--- src/rtl/bist_controller.sv ---
// bist_controller
//
// Sequencing and signature-check stage of the full-adder BIST. The block is a
// Moore FSM: IDLE -> CLEAR -> RUN -> CAPTURE -> DONE.
// - CLEAR clears the MISR.
// - RUN applies PATTERN_COUNT patterns through the TPG.
// - CAPTURE latches the MISR signature and compares it against GOLDEN_SIG.
// - DONE reports the pass/fail verdict.
//
// Ports
//   clock          rising-edge system clock
//   reset          asynchronous, active-high
//   start          begin a test (sampled in IDLE and DONE only)
//   signature      MISR dataOut {Q3,Q2,Q1,Q0}
//   ora_clear      one-cycle clear pulse to the MISR
//   tpg_en         pattern generator advance / CUT test-mode select
//   pattern_index  index of the pattern currently applied
//   busy           high in CLEAR, RUN, CAPTURE
//   done           high in DONE
//   pass / fail    verdict, valid only while done is high
//   sig_captured   signature latched at end of test
//
// Every output is a flop written on the same edge as the state. The outputs
// therefore carry the values of the state being entered, and no output
// decode follows the state register. ora_clear drives an asynchronous MISR
// clear, so it must be glitch-free.
module bist_controller #(
  parameter int          PATTERN_COUNT = 8,
  parameter logic [3:0]  GOLDEN_SIG    = 4'b0000,
  parameter int          CNT_W         = 8
) (
  input  logic             clock,
  input  logic             reset,
  input  logic             start,
  input  logic [3:0]       signature,
  output logic             ora_clear,
  output logic             tpg_en,
  output logic [CNT_W-1:0] pattern_index,
  output logic             busy,
  output logic             done,
  output logic             pass,
  output logic             fail,
  output logic [3:0]       sig_captured
);

  typedef enum logic [2:0] {
    IDLE    = 3'd0,
    CLEAR   = 3'd1,
    RUN     = 3'd2,
    CAPTURE = 3'd3,
    DONE    = 3'd4
  } state_t;

  localparam logic [CNT_W-1:0] LAST_IDX = CNT_W'(PATTERN_COUNT - 1);
  localparam logic [CNT_W-1:0] IDX_ONE  = CNT_W'(1);

  state_t state;
  logic   sig_match;

  assign sig_match = (signature == GOLDEN_SIG);

  always_ff @(posedge clock or posedge reset) begin
    if (reset) begin
      state         <= IDLE;
      ora_clear     <= 1'b0;
      tpg_en        <= 1'b0;
      pattern_index <= '0;
      busy          <= 1'b0;
      done          <= 1'b0;
      pass          <= 1'b0;
      fail          <= 1'b0;
      sig_captured  <= 4'h0;
    end else begin
      case (state)
        IDLE: begin
          if (start) begin
            state         <= CLEAR;
            ora_clear     <= 1'b1;
            busy          <= 1'b1;
            pattern_index <= '0;
          end
        end

        // The clear pulse lasts one cycle. The TPG starts on the following
        // edge with index 0.
        CLEAR: begin
          state         <= RUN;
          ora_clear     <= 1'b0;
          tpg_en        <= 1'b1;
          pattern_index <= '0;
        end

        // The index counts 0..PATTERN_COUNT-1 and then holds. It does not
        // wrap, so pattern_index still shows the last pattern applied
        // after the test.
        RUN: begin
          if (pattern_index == LAST_IDX) begin
            state  <= CAPTURE;
            tpg_en <= 1'b0;
          end else begin
            pattern_index <= pattern_index + IDX_ONE;
          end
        end

        // The MISR absorbed the last response on the edge that entered
        // this state. The signature is stable now and is latched on exit.
        CAPTURE: begin
          state        <= DONE;
          busy         <= 1'b0;
          done         <= 1'b1;
          sig_captured <= signature;
          pass         <= sig_match;
          fail         <= ~sig_match;
        end

        // The verdict holds until the next start. A restart drops the
        // verdict on the same edge that raises ora_clear. sig_captured
        // keeps the previous result until the new capture overwrites it.
        DONE: begin
          if (start) begin
            state         <= CLEAR;
            ora_clear     <= 1'b1;
            busy          <= 1'b1;
            done          <= 1'b0;
            pass          <= 1'b0;
            fail          <= 1'b0;
            pattern_index <= '0;
          end
        end

        default: begin
          state     <= IDLE;
          ora_clear <= 1'b0;
          tpg_en    <= 1'b0;
          busy      <= 1'b0;
          done      <= 1'b0;
          pass      <= 1'b0;
          fail      <= 1'b0;
        end
      endcase
    end
  end

endmodule
--- config.mk ---
export PLATFORM = sky130hd
export DESIGN_NAME = bist_controller
export DESIGN_NICKNAME = d
export VERILOG_FILES = /design/src/rtl/bist_controller.sv
export SDC_FILE = /design/constraint.sdc
export NUM_CORES = 1
export LEC_CHECK = 0
export ABC_AREA = 1
export ABC_CLOCK_PERIOD_IN_PS = 1100
export CAP_MARGIN = 0
export CORE_AREA = 2 2 45 64
export CTS_CLUSTER_DIAMETER = 200
export DETAILED_ROUTE_END_ITERATION = 8
export DIE_AREA = 0 0 47 66
export MAX_ROUTING_LAYER = met4
export PLACE_DENSITY = 0.71
export SLEW_MARGIN = 20
export SYNTH_ARGS = -nofsm -noshare
export SYNTH_HDL_FRONTEND = slang
export SYNTH_SLANG_ARGS = --single-unit
--- constraint.sdc ---
create_clock -name clock -period 1.1 [get_ports clock]
set_input_delay 0.22 -clock clock [delete_from_list [all_inputs] [get_ports clock]]
set_output_delay 0.22 -clock clock [all_outputs]
set_load 0.05 [all_outputs]
==> impl_metrics.ini, run 1 <==
[power_and_ir_drop]
p_total_mw = 5.90
power_leakage_nw = 1.03
cellPowerDensity_nw_per_um2 = 2760
ir_worst_vdd_v = 0.00242

[finish]
area_delta_synth_final_pct = 106
layout_commonest_cell = nand2_1
fill_cells = 136
fin_nets = 210
drive_above_1_share_pct = 58.7
utilization_pct = 84.4
num_antenna_cells = 0
final_cell_mix = nand2_1 (36), buf_4 (24), buf_12 (19)
postLayoutCellArea_um2 = 2140

[die]
io_pins = 25
die_area_um2 = 3100
core-area_um2 = 2530
fp.dieH_um = 66
die_x_um = 47
start_util_pct = 41.0
rows = 22

[setup_path]
cp_top_family = flip-flops
path_max_fanout = 2
start_kind = flop
critPathRequiredTime_ps = 880
cp_slowest_cell = dfrtp_2
crit_type = reg -> out
crit_path_cell_trace = buf_6 -> buf_6 -> buf_12
critical_path_arrival_ps = 1150
critPathBufInv = 3
slowest_delay_ps = 450
cp-end-kind = output port
cpMostUsedCell = buf_6

[clock_tree]
cts_htree_levels = 1
clk_pin_slew_ps = 130
cts_root_buf = clkbuf_4
clockBufferDepth = 2
cts_inserted_buffers = 3
clock_sinks = 21
cts_tree = yes
clk_latency_ps = 330

[yosys]
synth_top_cell_area_share_pct = 50.7
syn_area_um2 = 1040
syn_avg_cell_area_um2 = 7.92
yosys_warnings = 0
synth_cell_types = 19
synth.area.top_cells = dfrtp_1 (51%), nand2_1 (17%), nand3_1 (8.7%), nor2_1 (4.7%), inv_1 (3.6%)
synth.largest_area_cell = dfrtp_1
syn_inst = 131
synth_seq_area_share_pct = 50.7
synth-seq-cells = 21
syn_nets = 139

[detailed_routing]
routedWlPerCell_um = 16.1
drt-initial-drc-count = 30
drcViolationCount = 0
wl_mm = 3.82
route.vias.total = 1259
antenna_left = 0
viasPerCell = 5.31
first_pass_iters = 4

[timing]
clock.fmax_ghz = 0.731
fin_crit_sh_pct = 124
setup_ws_ps = -268
hold_viol = 0
setup_viol = 38
tightest_slew_ps = 260
slew_headroom_pct = 82.5
fin_tns_setup_ps = -4370
holdWs_ps = 198
skew_ps = 11.2
rsz0062_at_grt = true
fin_crit_ps = 1370
slew_viol_final = 0

[flow_run]
max_cap_viol_count = 0

[global_routing]
antenna_found_initial = 0
grt_max_degree = 22
grt.total_usage_pct = 24.0
grt_pass1_vias = 1241
grt_pass1_wl_mm = 5.21
overflow = 0

[placement]
post_dp_cell_area_um2 = 1700
gp_congestion = 0.868
port_buffers = 24
place_hpwl_mm = 2.15

[worst_hold_path]
hold_path.class = in -> async

[status]
failed_checks = negative setup slack
run_status = finished, violations left
## tightest hold or removal path, cell delays in order
cell and delay (ps):
clkdlybuf4s50_1 400, inv_1 90, buf_12 180
## path summary, 6_finish.rpt
path,startpoint,end,slack (ps),cells past startpoint
max,pattern_index[0],pattern_index[0],-270,3
min,reset,state[1],200,3
max reg2reg,pattern_index[7],pattern_index[5],-220,6
min reg2reg,sig_captured[1],sig_captured[1],560,2
max in group asynchronous,reset,pattern_index[5],750,3
min in group clock,signature[1],sig_captured[1],460,3
## registers in the layout, summed over array words and instances, names as in the netlist
| register | cells |
|---|---|
| ora_clear | 1 |
| done | 1 |
| sig_captured | 4 |
| state | 3 |
| busy | 1 |
| pass | 1 |
| fail | 1 |
| pattern_index | 8 |
| tpg_en | 1 |
## where the power goes
| part | total [mW] | internal (mW) | switching (mW) |
|---|---|---|---|
| clock network | 0.401 | 0.137 | 0.264 |
| logic | 4.10 | 1.93 | 2.18 |
| registers | 1.40 | 1.05 | 0.346 |
## final cells by class
class,count,area [um^2],area share (%)
timing repair buffer,66,812,38.0
multi-input combinational,99,669,31.3
sequential,21,539,25.2
tap,36,45.0,2.11
inverter,11,43.8,2.05
clock buffer,3,22.5,1.05
clock inverter,1,5.00,0.234
## layer usage
layer / share of wire, % / global-route usage, % / vias up / wire (um)
met4: 6.8 / 12.2 / 0 / 261
met5: 0 / - / - / 0
met2: 56 / 43.7 / 65 / 2150
li1: - / - / 564 / -
met3: 5.0 / 3.01 / 30 / 193
met1: 32 / 23.2 / 600 / 1210
## through the flow
step,instances,setup WS [ps]
floorplan,131,-240
global placement,212,-252
detailed placement,212,-288
CTS,227,-274
global route,237,-300
finish,237,-268
## repair_timing
action | CTS | global route
gates resized for setup | 34 | 33
pin swaps | 16 | 21
setup buffers | 11 | 9
cloned | 0 | 1
endpoints found under the setup margin | 38 | 38
hold buffers | 0 | 0
## cells by family after synthesis
logic type	Yosys count	synth area share, %
AO/OA/AOI/OAI	8	4.70
AND/OR/NAND/NOR	89	38.4
adder cells (fa/ha/maj)	1	1.21
buffers and inverters	12	5.07
flip-flops	21	50.7
## cells in the mapped netlist, drive strengths merged
| cell | instances |
|---|---|
| o21ai | 3 |
| a21oi | 3 |
| nor3 | 3 |
| nand3 | 19 |
| buf | 1 |
| ha | 1 |
| o21bai | 2 |
| nand4 | 1 |
| inv | 11 |
| dfrtp | 21 |
| nand3b | 2 |
| or2 | 2 |
| nand2 | 49 |
| nor2 | 13 |
Power figures use the tool's default switching activity.
==> run 2, diff against run 1 <==
Settings changed: ABC_AREA 1 to unset, CORE_AREA 2 2 45 64 to 4 4 47 65, DIE_AREA 0 0 47 66 to 0 0 51 69, GPL_ROUTABILITY_DRIVEN set to 0.
==> impl_metrics.ini, run 2 <==
[timing]
rsz0062_at_grt = true
hold_viol = 0
tightest_slew_ps = 470
slew_headroom_pct = 68.3
holdWs_ps = 219
fin_tns_setup_ps = -10050
setup_viol = 38
fin_crit_sh_pct = 161
fin_crit_ps = 1770
slew_viol_final = 0
clock.fmax_ghz = 0.564
setup_ws_ps = -674
skew_ps = 7.09

[yosys]
yosys_warnings = 0
ys_top_cells_by_count = dfrtp_1 (21), nand2_1 (16), a21oi_1 (7), nor2_1 (7), o21ai_0 (7)
syn_area_um2 = 1030
synth-main-ff-cell = dfrtp_1
synth.largest_area_cell = dfrtp_1
synth_cell_types = 32
postSynth.asyncResetShare_pct = 100
synth-seq-cells = 21
syn_avg_cell_area_um2 = 10.2
synth_edf_count = 0
synth_seq_area_share_pct = 51.2
synth.area.top_cells = dfrtp_1 (51%), nand2_1 (5.9%), mux2_2 (4.4%), a21oi_1 (3.4%), o21ai_0 (3.4%)
syn_inst = 101
synth_top_cell_area_share_pct = 51.2
synth_most_common_cell = dfrtp_1
syn_nets = 109

[clock_tree]
cts_htree_levels = 1
clk_latency_ps = 330
clockBufferDepth = 2
clk_pin_slew_ps = 130
cts_root_buf = clkbuf_4
hold_buffers = 0
cts_inserted_buffers = 3
clock_sinks = 21
cts_tree = yes

[global_routing]
grtUsageMet3_pct = 2.37
grt_pass1_vias = 1185
grt_max_degree = 22
overflow = 0
busiest_layer = met2
grt.total_usage_pct = 21.8
grt_pass1_wl_mm = 5.77
use_met2_pct = 36.7
antenna_found_initial = 0
use_met1_pct = 26.8

[finish]
final_cell_mix = buf_4 (32), buf_12 (20), buf_6 (18)
reg_top3 = pattern_index x8, sig_captured x4, state x3
utilization_pct = 87.1
fin_nets = 187
layout_commonest_cell = buf_4
seqCellArea_um2 = 534
multi_input_area_um2 = 606
top_register = pattern_index
num_antenna_cells = 0
postLayoutCellArea_um2 = 2130
largest_reg_flops = 8
drive_above_1_share_pct = 62.4
fill_cells = 103
area_delta_synth_final_pct = 107

[die]
fp.dieH_um = 69
start_util_pct = 42.0
rows = 21
die_area_um2 = 3520
io_pins = 25
core-area_um2 = 2440
die_x_um = 51

[detailed_routing]
viasPerCell = 5.50
wl_mm = 4.28
drcViolationCount = 0
drt-initial-drc-count = 69
routedWlPerCell_um = 20.2
antenna_left = 0
first_pass_iters = 5
route.vias.total = 1166

[setup_path]
start_kind = flop
rr_startpoint = pattern_index[4]
crit_type = reg -> reg
rr_endpoint = pattern_index[4]
cp-end-kind = flop
path_max_fanout = 8
critPathRequiredTime_ps = 1360
r2r_slack_ps = -670
reg2regPathDepth = 4
critical_path_arrival_ps = 2030

[power_and_ir_drop]
power_leakage_nw = 0.966
cellPowerDensity_nw_per_um2 = 3320
ir_worst_vdd_v = 0.00230

[worst_hold_path]
hold_path.class = in -> async

[status]
run_status = finished, violations left
failed_checks = negative setup slack

[placement]
post_dp_cell_area_um2 = 1750
place_hpwl_mm = 2.09
port_buffers = 24

[flow_run]
max_cap_viol_count = 0
## run 2: cell types whose count changed after synthesis, sizes merged, moves of 4 or more
| cell | change |
|---|---|
| a21oi | +4 |
| nor2 | -6 |
| nand2 | -33 |
| nand3 | -14 |
| a31oi | +4 |
| o21ai | +4 |
| inv | -7 |
| mux2 | +4 |
## run 2: how the worst max path moves through the flow
stage,slack [ps],start,endpoint
after floorplan,-670,pattern_index[4],pattern_index[3]
after global placement,-510,pattern_index[4],pattern_index[5]
after detailed placement,-570,pattern_index[4],pattern_index[5]
after CTS,-590,pattern_index[4],pattern_index[5]
after global routing,-730,pattern_index[4],pattern_index[5]
final,-670,pattern_index[4],pattern_index[4]
## run 2: layout make-up
class,count,area share (%)
clock buffers,3,1.06
multi-input cells,73,28.5
inverters,4,0.705
flip-flops and latches,21,25.1
clock inverters,1,0.235
repair buffers,76,42.4
well taps,34,2.00
## run 2: critical path, cell delays in order, from the launching register on
cell     delay, ps
dfrtp_2        430
or4_4          570
o31ai_4        280
nand3_4        200
o22ai_1        210
## run 2: cell families (layout without fill, tap and decap cells)
logic type	after synthesis	after routing	synth area share [%]
xor+xnor	2	2	1.71
buf+inv	7	84	3.41
simple gates	38	38	19.3
mux	6	6	6.34
fa+ha+maj	1	1	1.22
flops	21	21	51.2
compound gates	26	26	16.8
## run 2: metal layers
metal	wire (um)	share of wire (%)
met2	2450	57
met3	127	3.0
met1	1580	37
met5	0	0
met4	127	3.0
## run 2: through the flow
| step | total power, mW | worst slack (ps) | std cells |
|---|---|---|---|
| 2_1_floorplan | 3.42 | -667 | 101 |
| 3_3_place_gp | 5.26 | -512 | 184 |
| 3_5_place_dp | 5.35 | -567 | 184 |
| 4_1_cts | 6.41 | -590 | 206 |
| 5_1_grt | 7.36 | -726 | 212 |
| 6_report | 7.07 | -674 | 212 |
## run 2: repair_timing
| item | in CTS | in global routing |
|---|---|---|
| buffers inserted | 21 | 10 |
| pin swaps | 12 | 15 |
| endpoints found under the setup margin | 37 | 38 |
| endpoints found under the hold margin | 0 | 0 |
| resized for setup | 25 | 27 |
## run 2: report_power, final
group	internal (mW)	switching [mW]	total, mW	leakage, nW
clock	0.137	0.276	0.413	0.0177
combinational	2.67	2.56	5.23	0.694
sequential	1.09	0.338	1.42	0.254
total	3.89	3.17	7.07	0.966
==> run 3, diff against run 2 <==
Settings changed: CAP_MARGIN 0 to 40, HOLD_SLACK_MARGIN set to 0.03.
==> results of run 3 <==
The final DEF is identical to that of run 2; final timing and power are the same.
